`src/rtl/bcdc_pkg.sv`:
```
// -----------------------------------------------------------------------------
// bcdc_pkg
// Shared definitions for the BCD counter run controller:
//   - state encodings (IDLE/RUN/STEP/DONE)
//   - BCD_MAX, the last value before the counter rolls over
//   - bcd_inc   : two-digit BCD increment, 99 rolls to 00
//   - bcd_valid : 1 when both nibbles are decimal digits
// -----------------------------------------------------------------------------
package bcdc_pkg;

  typedef enum logic [1:0] {
    S_IDLE = 2'b00,
    S_RUN  = 2'b01,
    S_STEP = 2'b10,
    S_DONE = 2'b11
  } state_e;

  // Plain vector forms of the state encodings, used for the state flops.
  localparam logic [1:0] ST_IDLE = 2'(S_IDLE);
  localparam logic [1:0] ST_RUN  = 2'(S_RUN);
  localparam logic [1:0] ST_STEP = 2'(S_STEP);
  localparam logic [1:0] ST_DONE = 2'(S_DONE);

  localparam logic [7:0] BCD_MAX = 8'h99;

  function automatic logic [7:0] bcd_inc(input logic [7:0] v);
    logic [3:0] units;
    logic [3:0] tens;
    units = v[3:0];
    tens  = v[7:4];
    if (v == BCD_MAX) begin
      return 8'h00;
    end
    if (units >= 4'd9) begin
      units = 4'd0;
      tens  = tens + 4'd1;
    end else begin
      units = units + 4'd1;
    end
    return {tens, units};
  endfunction

  function automatic logic bcd_valid(input logic [7:0] v);
    return (v[3:0] <= 4'd9) && (v[7:4] <= 4'd9);
  endfunction

endpackage

```
`src/rtl/bcdc_run_ctrl_presc.sv`:
```
// -----------------------------------------------------------------------------
// bcdc_presc
// Prescaler down-counter for the run controller.
//   ck, rn    : clock / async active-low reset (counter clears to 0)
//   load      : load load_val (has priority over tick)
//   tick      : decrement by one (holds at 0)
//   load_val  : reload value
//   zero      : 1 when the counter is 0
// -----------------------------------------------------------------------------
module bcdc_presc #(
  parameter int PRESC_W = 16
) (
  input  logic               ck,
  input  logic               rn,
  input  logic               load,
  input  logic               tick,
  input  logic [PRESC_W-1:0] load_val,
  output logic               zero
);

  logic [PRESC_W-1:0] cnt_q;
  logic [PRESC_W-1:0] cnt_d;

  always_comb begin
    cnt_d = cnt_q;
    if (load) begin
      cnt_d = load_val;
    end else if (tick && (cnt_q != '0)) begin
      cnt_d = cnt_q - 1'b1;
    end
  end

  always_ff @(posedge ck or negedge rn) begin
    if (!rn) begin
      cnt_q <= '0;
    end else begin
      cnt_q <= cnt_d;
    end
  end

  assign zero = (cnt_q == '0);

endmodule

```
`src/rtl/bcdc_run_ctrl.sv`:
```
// -----------------------------------------------------------------------------
// bcdc_run_ctrl
// Sequencer for a two-digit BCD up-counter (00..99). Issues the counter's
// enable as single-cycle prescaled pulses under start/stop/step commands and
// stops automatically when the count reaches a programmed BCD target.
//
// Ports:
//   CK, RN            clock / async active-low reset (shared with the counter)
//   cmd_start/stop/step  command pulses (priority stop > start > step)
//   match_en          level, enables auto-stop on target match
//   tgt_wr, tgt_data  target write (non-BCD data is ignored)
//   presc_wr, presc_data  prescaler reload write (used at the next reload)
//   cnt_q             counter value {tens,units} read back
//   cnt_en            registered enable pulse to the counter
//   busy              1 in RUN or STEP
//   state_o           current state encoding
//   match_irq         1-cycle pulse aligned with the matching cnt_en
//   wrap_flag         sticky, counter rolled 99->00 since the last start
//
// Build option BCDC_RUN_CTRL_SYNC_EN: when defined, the three command inputs
// go through 2-flop synchronisers and a registered rising-edge detector so
// they can be asynchronous levels (3 cycles of extra latency). When not
// defined, commands are synchronous 1-cycle pulses used directly.
// -----------------------------------------------------------------------------
module bcdc_run_ctrl
  import bcdc_pkg::*;
#(
  parameter int                 PRESC_W       = 16,
  parameter logic [PRESC_W-1:0] PRESC_DEFAULT = '0
) (
  input  logic               CK,
  input  logic               RN,
  input  logic               cmd_start,
  input  logic               cmd_stop,
  input  logic               cmd_step,
  input  logic               match_en,
  input  logic               tgt_wr,
  input  logic [7:0]         tgt_data,
  input  logic               presc_wr,
  input  logic [PRESC_W-1:0] presc_data,
  input  logic [7:0]         cnt_q,
  output logic               cnt_en,
  output logic               busy,
  output logic [1:0]         state_o,
  output logic               match_irq,
  output logic               wrap_flag
);

  logic do_start;
  logic do_stop;
  logic do_step;

`ifdef BCDC_RUN_CTRL_SYNC_EN
  // Bit order {step, start, stop}.
  logic [2:0] sync1_q, sync1_d;
  logic [2:0] sync2_q, sync2_d;
  logic [2:0] prev_q,  prev_d;
  logic [2:0] cmd_q,   cmd_d;

  always_comb begin
    sync1_d = {cmd_step, cmd_start, cmd_stop};
    sync2_d = sync1_q;
    prev_d  = sync2_q;
    cmd_d   = sync2_q & ~prev_q;
  end

  always_ff @(posedge CK or negedge RN) begin
    if (!RN) begin
      sync1_q <= '0;
      sync2_q <= '0;
      prev_q  <= '0;
      cmd_q   <= '0;
    end else begin
      sync1_q <= sync1_d;
      sync2_q <= sync2_d;
      prev_q  <= prev_d;
      cmd_q   <= cmd_d;
    end
  end

  assign {do_step, do_start, do_stop} = cmd_q;
`else
  assign do_start = cmd_start;
  assign do_stop  = cmd_stop;
  assign do_step  = cmd_step;
`endif

  logic [1:0]         state_q, state_d;
  logic               cnt_en_q, cnt_en_d;
  logic               match_irq_q, match_irq_d;
  logic               wrap_q, wrap_d;
  logic [7:0]         tgt_q, tgt_d;
  logic [PRESC_W-1:0] presc_q, presc_d;

  logic       presc_zero;
  logic       presc_load;
  logic       presc_tick;
  logic       issue;
  logic       can_cmd;
  logic [7:0] base;
  logic [7:0] nxt;

  bcdc_presc #(.PRESC_W(PRESC_W)) u_presc (
    .ck       (CK),
    .rn       (RN),
    .load     (presc_load),
    .tick     (presc_tick),
    .load_val (presc_q),
    .zero     (presc_zero)
  );

  always_comb begin
    // A pulse still in flight has not reached cnt_q yet; fold it in so the
    // prediction stays exact when pulses run back to back.
    base = cnt_en_q ? bcd_inc(cnt_q) : cnt_q;
    nxt  = bcd_inc(base);

    can_cmd     = (state_q == ST_IDLE) || (state_q == ST_DONE);
    state_d     = state_q;
    issue       = 1'b0;
    presc_load  = 1'b0;
    presc_tick  = 1'b0;
    wrap_d      = wrap_q;
    cnt_en_d    = 1'b0;
    match_irq_d = 1'b0;

    if (do_stop) begin
      state_d = ST_IDLE;
    end else if (do_start && can_cmd) begin
      state_d    = ST_RUN;
      presc_load = 1'b1;
      wrap_d     = 1'b0;
    end else if (do_step && can_cmd) begin
      state_d = ST_STEP;
    end else if (state_q == ST_RUN) begin
      if (presc_zero) begin
        issue      = 1'b1;
        presc_load = 1'b1;
      end else begin
        presc_tick = 1'b1;
      end
    end else if (state_q == ST_STEP) begin
      issue   = 1'b1;
      state_d = ST_IDLE;
    end

    if (issue) begin
      cnt_en_d = 1'b1;
      if (base == BCD_MAX) begin
        wrap_d = 1'b1;
      end
      // Compares against the target held before any same-cycle write.
      if (match_en && (nxt == tgt_q)) begin
        match_irq_d = 1'b1;
        state_d     = ST_DONE;
      end
    end

    tgt_d   = (tgt_wr && bcd_valid(tgt_data)) ? tgt_data : tgt_q;
    presc_d = presc_wr ? presc_data : presc_q;
  end

  always_ff @(posedge CK or negedge RN) begin
    if (!RN) begin
      state_q     <= ST_IDLE;
      cnt_en_q    <= 1'b0;
      match_irq_q <= 1'b0;
      wrap_q      <= 1'b0;
      tgt_q       <= BCD_MAX;
      presc_q     <= PRESC_DEFAULT;
    end else begin
      state_q     <= state_d;
      cnt_en_q    <= cnt_en_d;
      match_irq_q <= match_irq_d;
      wrap_q      <= wrap_d;
      tgt_q       <= tgt_d;
      presc_q     <= presc_d;
    end
  end

  assign cnt_en    = cnt_en_q;
  assign match_irq = match_irq_q;
  assign wrap_flag = wrap_q;
  assign state_o   = state_q;
  assign busy      = (state_q == ST_RUN) || (state_q == ST_STEP);

endmodule

```
`config.mk`:
```
export PLATFORM = sky130hd
export DESIGN_NAME = bcdc_run_ctrl
export DESIGN_NICKNAME = d
export VERILOG_FILES = /design/src/rtl/bcdc_pkg.sv /design/src/rtl/bcdc_run_ctrl_presc.sv /design/src/rtl/bcdc_run_ctrl.sv
export SDC_FILE = /design/constraint.sdc
export NUM_CORES = 1
export LEC_CHECK = 0
export BUFFER_PORTS_ARGS = -buffer_cell sky130_fd_sc_hd__buf_2
export CAP_MARGIN = 20
export CORE_UTILIZATION = 50
export DETAILED_ROUTE_END_ITERATION = 12
export GPL_TIMING_DRIVEN = 0
export PLACE_DENSITY = 0.79
export SLEW_MARGIN = 20
export SYNTH_ARGS = -nofsm -noshare
export SYNTH_HDL_FRONTEND = slang
export SYNTH_SLANG_ARGS = --single-unit
```
`constraint.sdc`:
```
create_clock -name CK -period 2.73 [get_ports CK]
set_input_delay 0.273 -clock CK [delete_from_list [all_inputs] [get_ports CK]]
set_output_delay 0.273 -clock CK [all_outputs]
set_load 0.03 [all_outputs]
```
==> results of run 1 <==
==> kinds of logic (layout without fill, tap and decap cells) <==
kind of cell / Yosys count / after routing / synth area share [%]
AND/OR/NAND/NOR: 94 / 94 / 17.3
AO/OA/AOI/OAI: 68 / 68 / 17.5
flip-flops: 45 / 45 / 39.9
multiplexers: 27 / 27 / 10.9
buffers and inverters: 25 / 83 / 3.62
adder cells (fa/ha/maj): 14 / 14 / 6.19
XOR/XNOR: 14 / 14 / 4.60
==> routing by layer <==
| metal | vias to the layer above | GRT usage, % | share of wire (%) |
|---|---|---|---|
| met5 | - | 0 | 0 |
| met4 | 0 | 9.06 | 1.5 |
| met3 | 10 | 4.64 | 4.7 |
| met2 | 81 | 37.8 | 51 |
| met1 | 1149 | 27.9 | 43 |
| li1 | 1163 | - | - |
==> worst max-delay path, stage by stage <==
cell      delay, ns
buf_4          0.15
inv_2          0.08
ha_2           0.18
or3b_4         0.41
a31o_4         0.24
buf_4          0.14
ha_4           0.16
nand2b_4       0.07
or3_4          0.16
a22o_1         0.18
xor2_1         0.26
nand2_1        0.14
a2111o_1       0.43
o31ai_2        0.19
==> flip-flops by register name, summed over array words and instances, names as in the netlist <==
signal	count
u_presc.cnt_q	16
cnt_en	1
match_irq	1
state_o	2
presc_q	16
wrap_flag	1
tgt_q	8
==> cells in the mapped netlist, drive strengths merged, types with 2 or more instances <==
library cell and number:
or4 2, a22oi 4, o31ai 3, a221o 2
mux2 27, xnor2 8, ha 14, a31o 2
a2111o 2, xor2 6, o21a 2, a21o 2
a31oi 2, dfstp 4, nor3 9, nor2 16
o311ai 3, a21oi 8, nand3 9, and3 2
o41ai 2, dfrtp 41, buf 2, a41oi 2
inv 16, a22o 2, or3 3, nand2b 5
nor4 6, nand2 33, o221ai 2, o21ai 20
clkbuf 7, nor3b 3, o211ai 4
==> layout by cell type, fill, tap and decap left out, drive strengths merged, types with 4 or more instances in the layout <==
cell / netlist / layout
a22oi: 4 / 4
dfstp: 4 / 4
inv: 16 / 16
clkbuf: 7 / 12
a21oi: 8 / 8
dfrtp: 41 / 41
nand3: 9 / 9
xor2: 6 / 6
o21ai: 20 / 20
buf: 2 / 52
nand2b: 5 / 5
nor3: 9 / 9
o211ai: 4 / 4
nand2: 33 / 33
nor2: 16 / 16
nor4: 6 / 6
ha: 14 / 14
xnor2: 8 / 8
mux2: 27 / 27
==> cell type report <==
class | count | area [sq um]
multi-input combinational | 217 | 1770
timing repair buffer | 52 | 290
clock inverter | 2 | 38.8
clock buffer | 6 | 72.6
fill | 449 | 1980
buffer | 7 | 33.8
inverter | 16 | 60.1
tap | 72 | 90.1
sequential | 45 | 1130
==> timing repair <==
action | 4_1_cts | 5_1_grt
hold endpoints to repair | 0 | 10
endpoints found under the setup margin | 5 | 3
pin swaps | 11 | 7
gates resized for setup | 17 | 12
setup buffers | 7 | 1
hold buffers | 0 | 1
gates cloned | 0 | 0
==> per-stage QoR <==
stage                     cell area [sq um]  total power [uW]  worst slack, ns  instances
final                                  3490              1990           -0.144        417
after global routing                   3490              2110           -0.230        417
after detailed placement               3190              1440           -0.654        402
after floorplan                        2880              1290           -0.183        287
after global placement                 3190              1420           -0.605        402
after CTS                              3420              1970          -0.0507        415
==> worst max-delay path by stage <==
stage	start	to	slack, ns
2_1_floorplan	cnt_en	state_o[0]	-0.18
4_1_cts	cnt_en	match_irq	-0.05
3_5_place_dp	cnt_q[0]	state_o[1]	-0.65
6_report	cnt_q[0]	state_o[1]	-0.14
3_3_place_gp	cnt_q[0]	match_irq	-0.61
5_1_grt	cnt_en	state_o[1]	-0.23
==> power by group <==
| group | internal [uW] | switching, uW | total, uW | leakage, uW |
|---|---|---|---|---|
| combinational | 262 | 310 | 571 | 0.000912 |
| clock | 275 | 226 | 501 | 0.0000554 |
| sequential | 801 | 116 | 916 | 0.000542 |
| total | 1340 | 651 | 1990 | 0.00151 |
==> impl_metrics.tcl, run 1 <==
set metrics [dict create \
    grt_start_max_net_pins 46 \
    syn_inst 287 \
    cts_made_buffers 5 \
    synthTopCellsByArea "dfrtp_1, mux2_2, ha_1, nand2_1, dfstp_2" \
    ff2ff_setup_slack_ns -0.14 \
    antenna_found_initial 0 \
    fin_worst_skew_ns 0.0179 \
    slew_headroom_pct 60.8 \
    drv_slew 0 \
    synth_top_area_share_pct 36.2 \
    holdWs_ns 0.197 \
    dp_hpwl_microns 4580 \
    nets 398 \
    overflow 0 \
    ys.flop_type "dfrtp_1" \
    p_leak_uw 0.00151 \
    drt_iter0_drc 108 \
    die_h_microns 77.3 \
    yosys_warnings 0 \
    period_needed_ns 2.87 \
    synthDistinctLibCells 58 \
    tns_ns -0.333 \
    final_util_pct 63.8 \
    drt_wl_total_microns 6370 \
    rows 27 \
    yosys.area.top_type "dfrtp_1" \
    syn_area_sq_um 2830 \
    setup_ws_ns -0.144 \
    endpoint_kind "flip-flop" \
    synth_seq_cells 45 \
    status "finished with violations" \
    die_w_microns 77.3 \
    cp-start-kind "input port" \
    cts_tree "built" \
    r2r-end "state_o[1]" \
    drt-pass1-iter-count 4 \
    grt.total_usage_pct 22.4 \
    setup_viol 3 \
    violations "setup timing" \
    die_area_sq_um 5970 \
    cts_sinks 45 \
    postRouteAntennaNets 0 \
    hold_class "input port to flip-flop" \
    arrival_ns 3.08 \
    worst_slew_pin_slew_ns 0.583 \
    holdPathEnd "presc_q[1]" \
    cp.required_ns 2.93 \
    htree_levels 2 \
    max-cap-violations 0 \
    fin_crit_sh_pct 105 \
    synth-edff-count 0 \
    regToRegStartpoint "cnt_en" \
    clk_latency_ns 0.30 \
    ios 46 \
    portBuffers 43 \
    diodes 0 \
    ir_drop_v 0.000348 \
    max_freq_mhz 348 \
    clk_path_buf_depth 2 \
    rsz0062_at_grt "yes" \
    routabilityCongestion 0.816 \
    syn-num-nets 341 \
    clk_pin_slew_worst_paths_ns 0.09 \
    area_delta_synth_final_pct 23.2 \
    viasPerCell 5.76 \
    crit_fanout 7 \
    crit_type "input port to flip-flop" \
    avgSynthCellArea_sq_um 9.87 \
    hold_path_depth 2 \
    grt_pass1_vias 2359 \
    wl_per_cell_microns 15.3 \
    min_from "presc_data[1]" \
    power.density_nw_per_um2 570 \
    hold_viol_final 0 \
    initial_core_util_pct 51.7 \
    async_flop_share_pct 100 \
    grt_pass1_wl_microns 10500 \
    synth_seq_area_share_pct 39.9 \
    root_buffer "clkbuf_8" \
    r2r_cells 11 \
    drc_errors 0 \
    drive_gt1_share_pct 37.7 \
    coreArea_sq_um 5470 \
    vias 2403 \
]
Note: power is estimated with default switching activity, not from simulation.
==> inputs of run 2 (changes only) <==
--- a/config.mk
+++ b/config.mk
@@ -7,10 +7,10 @@
 export LEC_CHECK = 0
 export BUFFER_PORTS_ARGS = -buffer_cell sky130_fd_sc_hd__buf_2
 export CAP_MARGIN = 20
-export CORE_UTILIZATION = 50
+export CORE_UTILIZATION = 51
 export DETAILED_ROUTE_END_ITERATION = 12
 export GPL_TIMING_DRIVEN = 0
-export PLACE_DENSITY = 0.79
+export PLACE_DENSITY = 0.77
 export SLEW_MARGIN = 20
 export SYNTH_ARGS = -nofsm -noshare
 export SYNTH_HDL_FRONTEND = slang
==> run 2 against run 1 <==
  * Clock-buffer cell count is 1 higher
  * Fmax is 3.5% higher
  * Total power is 0.94% lower
  * Critical endpoint unchanged
  * Largest cell class unchanged
  * Wire length is 3.4% higher
  * Via count is 1.1% higher
  * Global-route usage is 2.2 points higher
  * Highest routed layer unchanged
  * The run ends with hold timing, setup timing left
==> impl_metrics.tcl, run 2 (synthesis results as in run 1) <==
set metrics [dict create \
    p_leak_uw 0.00153 \
    power.density_nw_per_um2 556 \
    n_fill_cell 400 \
    layout_common_cells "buf_2, dfrtp_1, nand2_1" \
    intPower_uw 1300 \
    drt_iter0_drc 140 \
    worst_slew_pin_slew_ns 0.618 \
    grt_start_max_net_pins 46 \
    grt_pass1_wl_microns 11400 \
    die_area_sq_um 5850 \
    endpoint_kind "flip-flop" \
    die_w_microns 76.5 \
    area_delta_synth_final_pct 25.1 \
    ir_drop_v 0.000369 \
    vias 2429 \
    antenna_found_initial 0 \
    drive_gt1_share_pct 39.1 \
    clk_path_buf_depth 2 \
    drv_slew 0 \
    drc_errors 0 \
    switching_share_pct 33.9 \
    portBuffers 43 \
    grt.total_usage_pct 24.6 \
    r2r_cells 11 \
    hold_viol_final 41 \
    preCtsSetupSlack_ns -0.676 \
    cts_tree "built" \
    clk_pin_slew_worst_paths_ns 0.09 \
    slew_headroom_pct 58.4 \
    rows 26 \
    wl_per_cell_microns 15.8 \
    fin_worst_skew_ns 0.00442 \
    routabilityCongestion 0.859 \
    pwr-share-seq_pct 46.6 \
    setup_ws_ns -0.0453 \
    clk_latency_ns 0.30 \
    status "finished with violations" \
    cp.required_ns 2.94 \
    grt_pass1_vias 2439 \
    root_buffer "clkbuf_8" \
    p_sw_uw 668 \
    holdWs_ns -0.0473 \
    cts_made_buffers 5 \
    dp_hpwl_microns 4600 \
    cp-start-kind "flip-flop" \
    violations "hold timing, setup timing" \
    initial_core_util_pct 54.1 \
    drt_wl_total_microns 6590 \
    diodes 0 \
    drt-pass1-iter-count 4 \
    dp.cells 400 \
    crit_fanout 6 \
    arrival_ns 2.99 \
    die_h_microns 76.5 \
    fin_crit_sh_pct 102 \
    hold_class "input port to asynchronous set/reset pin" \
    max_freq_mhz 360 \
    crit_type "flip-flop to flip-flop" \
    coreArea_sq_um 5240 \
    tns_ns -0.0870 \
    clkPwrFrac_pct 24.1 \
    overflow 0 \
    htree_levels 2 \
    max-cap-violations 0 \
    ios 46 \
    p_comb_share_pct 29.3 \
    postRouteAntennaNets 0 \
    fin_cells 418 \
    period_needed_ns 2.78 \
    nets 401 \
    cts_sinks 45 \
    setup_viol 3 \
    rsz0062_at_grt "yes" \
    viasPerCell 5.81 \
    top_regs "presc_q x16, u_presc.cnt_q x16, tgt_q x8" \
]
==> run 2: cell types whose count changed in the layout (fill, tap and decap cells not counted), sizes merged <==
cell	previous run	this run
dlygate4sd3	1	0
inv	16	17
clkinv	1	0
bufinv	1	0
buf	52	57
==> run 2: final timing paths <==
check | from | endpoint | slack [ns]
worst min register to register | u_presc.cnt_q[6] | u_presc.cnt_q[6] | 0.49
min in group CK | presc_data[1] | presc_q[1] | 0.20
worst max-delay path | cnt_en | state_o[1] | -0.05
max in group asynchronous | RN | cnt_en | 2.36
worst max register to register | cnt_en | state_o[1] | -0.05
worst min-delay path | RN | match_irq | -0.05
==> run 2: power groups by stage <==
stage	clock, uW	sequential, uW	combinational (uW)
floorplan	0	901	385
CTS	483	916	568
global route	514	936	645
detailed placement	0	923	523
global placement	0	917	502
finish	474	918	577
==> run 2: layout make-up <==
cell class	count	area (sq um)	share of cell area (%)
plain buffers	6	31.3	0.883
flip-flops and latches	45	1130	32.0
clock inverters	1	8.76	0.247
inverters	16	67.6	1.91
well taps	70	87.6	2.47
repair buffers	56	328	9.26
multi-input cells	217	1790	50.5
clock buffers	7	96.3	2.72
==> run 2: critical path, cell delays in order, from the launching register on <==
cell	delay, ns
dfrtp_2	0.47
mux2_4	0.33
o21ai_4	0.10
ha_4	0.17
nand2b_4	0.06
or3_4	0.41
a22o_1	0.24
buf_4	0.16
a41oi_2	0.19
a22oi_2	0.12
xnor2_2	0.18
o31ai_2	0.25
==> run 2: through the flow <==
step                util [%]  hold slack, ns  area, sq um  total power (uW)
CTS                     67.3           0.165         3530              1970
finish                  67.6         -0.0473         3540              1970
floorplan                  -         -0.0226         2880              1290
global route            67.6         0.00158         3540              2090
detailed placement      60.8           0.471         3190              1450
global placement        60.8           0.465         3190              1420
==> run 2: per-layer routing <==
metal	global-route usage (%)	routed length (microns)
met3	4.31	259
met5	0	0
met1	33.3	3080
met2	40.3	3160
met4	7.12	87
==> run 2: timing repair <==
action | 4_1_cts | 5_1_grt
buffers inserted | 13 | 0
endpoints found under the hold margin | 0 | 0
gates resized for setup | 32 | 6
endpoints found under the setup margin | 8 | 4
pin swaps | 22 | 2
hold buffers | 0 | 0
==> inputs of run 3 (changes only) <==
--- a/config.mk
+++ b/config.mk
@@ -7,6 +7,7 @@
 export LEC_CHECK = 0
 export BUFFER_PORTS_ARGS = -buffer_cell sky130_fd_sc_hd__buf_2
 export CAP_MARGIN = 20
+export CORE_MARGIN = 5
 export CORE_UTILIZATION = 51
 export DETAILED_ROUTE_END_ITERATION = 12
 export GPL_TIMING_DRIVEN = 0
==> run 3 against run 2 <==
  * The run still ends with hold timing, setup timing left
  * Via count barely moved
  * Highest routed layer unchanged
  * Clock power grew 6.8%
  * Sequential share of layout area fell by 0.58 points
  * Wire length is 4.0% higher
  * Worst hold slack gained 0.010 ns
  * Combinational power up 3%
  * Die area rose by 22%
==> impl_metrics.tcl, run 3 (synthesis results as in run 1) <==
set metrics [dict create \
    ios 46 \
    vias 2428 \
    cp.required_ns 2.93 \
    max-cap-violations 0 \
    power_uw 2020 \
    drt_wl_total_microns 6850 \
    wl_per_cell_microns 16.2 \
    p_leak_uw 0.00156 \
    crit_type "flip-flop to flip-flop" \
    status "finished with violations" \
    dp_hpwl_microns 4810 \
    clk_pin_slew_worst_paths_ns 0.08 \
    antenna_found_initial 0 \
    multi_input_area_sq_um 1820 \
    path_common_cell "mux2_4" \
    seqCellArea_sq_um 1130 \
    period_needed_ns 2.82 \
    diodes 0 \
    cp-start-kind "flip-flop" \
    htree_levels 2 \
    die_area_sq_um 7140 \
    routabilityCongestion 0.811 \
    path_cells "mux2_4 > o21ai_4 > ha_4 > nand2b_4 > or3_4 > nand3_2 > xor2_2 > mux2_4 > a2111o_1 > o31ai_1" \
    rows 27 \
    cpPeakStageDelay_ns 0.47 \
    clk_path_buf_depth 2 \
    cts_made_buffers 5 \
    cp_num_buf_inv 0 \
    met2_usage_pct 32.0 \
    initial_core_util_pct 52.1 \
    layout_common_cells "buf_2, dfrtp_1, nand2_1" \
    cts_tree "built" \
    hold_class "input port to asynchronous set/reset pin" \
    critPathTopFamily "multiplexers" \
    grt_start_max_net_pins 46 \
    drc_errors 0 \
    coreArea_sq_um 5440 \
    slew_headroom_pct 62.6 \
    power.density_nw_per_um2 561 \
    nets 403 \
    grt_pass1_vias 2443 \
    setup_viol 3 \
    postRouteAntennaNets 0 \
    drv_slew 0 \
    top_usage_layer "met2" \
    grt.total_usage_pct 19.3 \
    area_delta_synth_final_pct 27.4 \
    max_freq_mhz 355 \
    die_w_microns 84.5 \
    hold_viol_final 41 \
    drt_iter0_drc 142 \
    fin_crit_sh_pct 103 \
    ir_drop_v 0.000491 \
    worst_slew_pin_slew_ns 0.561 \
    clk_latency_ns 0.30 \
    viasPerCell 5.75 \
    overflow 0 \
    violations "hold timing, setup timing" \
    crit_slowest_cell "dfrtp_2" \
    root_buffer "clkbuf_8" \
    drive_gt1_share_pct 40.9 \
    grt_pass1_wl_microns 11300 \
    cts_sinks 45 \
    holdWs_ns -0.0372 \
    setup_ws_ns -0.0899 \
    rsz0062_at_grt "yes" \
    endpoint_kind "flip-flop" \
    fin_worst_skew_ns 0.00785 \
    preCtsSetupSlack_ns -0.705 \
    portBuffers 43 \
    ctsHoldBuffers 0 \
    arrival_ns 3.02 \
    drt-pass1-iter-count 4 \
    die_h_microns 84.5 \
    crit_fanout 6 \
    n_fill_cell 425 \
    grtUsageMet3_pct 4.32 \
    top_regs "presc_q x16, u_presc.cnt_q x16, tgt_q x8" \
    grt_util_met1_pct 25.1 \
]
## run 3: per-layer routing
| layer | vias to the layer above | share of wire (%) |
|---|---|---|
| met3 | 13 | 3.7 |
| li1 | 1177 | - |
| met4 | 0 | 1.9 |
| met1 | 1182 | 45 |
| met5 | - | 0 |
| met2 | 56 | 50 |
## run 3: repair_timing
item / CTS / global route
gates resized for setup: 27 / 17
setup buffers: 13 / 2
endpoints found under the setup margin: 3 / 11
pin swaps: 16 / 8
## run 3: path summary, 6_finish.rpt
path	start	to	slack [ns]	cells past startpoint
max	cnt_en	state_o[0]	-0.09	10
min	RN	tgt_q[1]	-0.04	1
max reg2reg	cnt_en	state_o[0]	-0.09	10
min reg2reg	presc_q[5]	u_presc.cnt_q[5]	0.50	2
max in group asynchronous	RN	cnt_en	2.35	1
min in group CK	presc_data[5]	presc_q[5]	0.20	2
## run 3: through the flow
step | util, % | TNS [ns] | hold WS [ns] | area, sq um | cells
after CTS | 64.7 | -0.109 | 0.160 | 3520 | 421
after detailed placement | 58.6 | -1.92 | 0.478 | 3190 | 402
after global routing | 66.3 | -0.489 | 0.00186 | 3610 | 422
after global placement | 58.6 | -1.81 | 0.465 | 3190 | 402
final | 66.3 | -0.249 | -0.0372 | 3610 | 422
after floorplan | - | -0.456 | -0.0226 | 2880 | 287
## run 3: report_power, final
| part | switching (uW) | internal, uW |
|---|---|---|
| registers | 121 | 800 |
| clock network | 231 | 275 |
| logic | 315 | 280 |
| total | 667 | 1360 |
## run 3: final cells by class
| cell class | count | area share (%) |
|---|---|---|
| flip-flops and latches | 45 | 31.4 |
| multi-input cells | 217 | 50.5 |
| repair buffers | 58 | 9.85 |
| plain buffers | 6 | 0.902 |
| inverters | 16 | 1.80 |
| clock buffers | 6 | 2.01 |
| well taps | 72 | 2.50 |
| clock inverters | 2 | 1.08 |
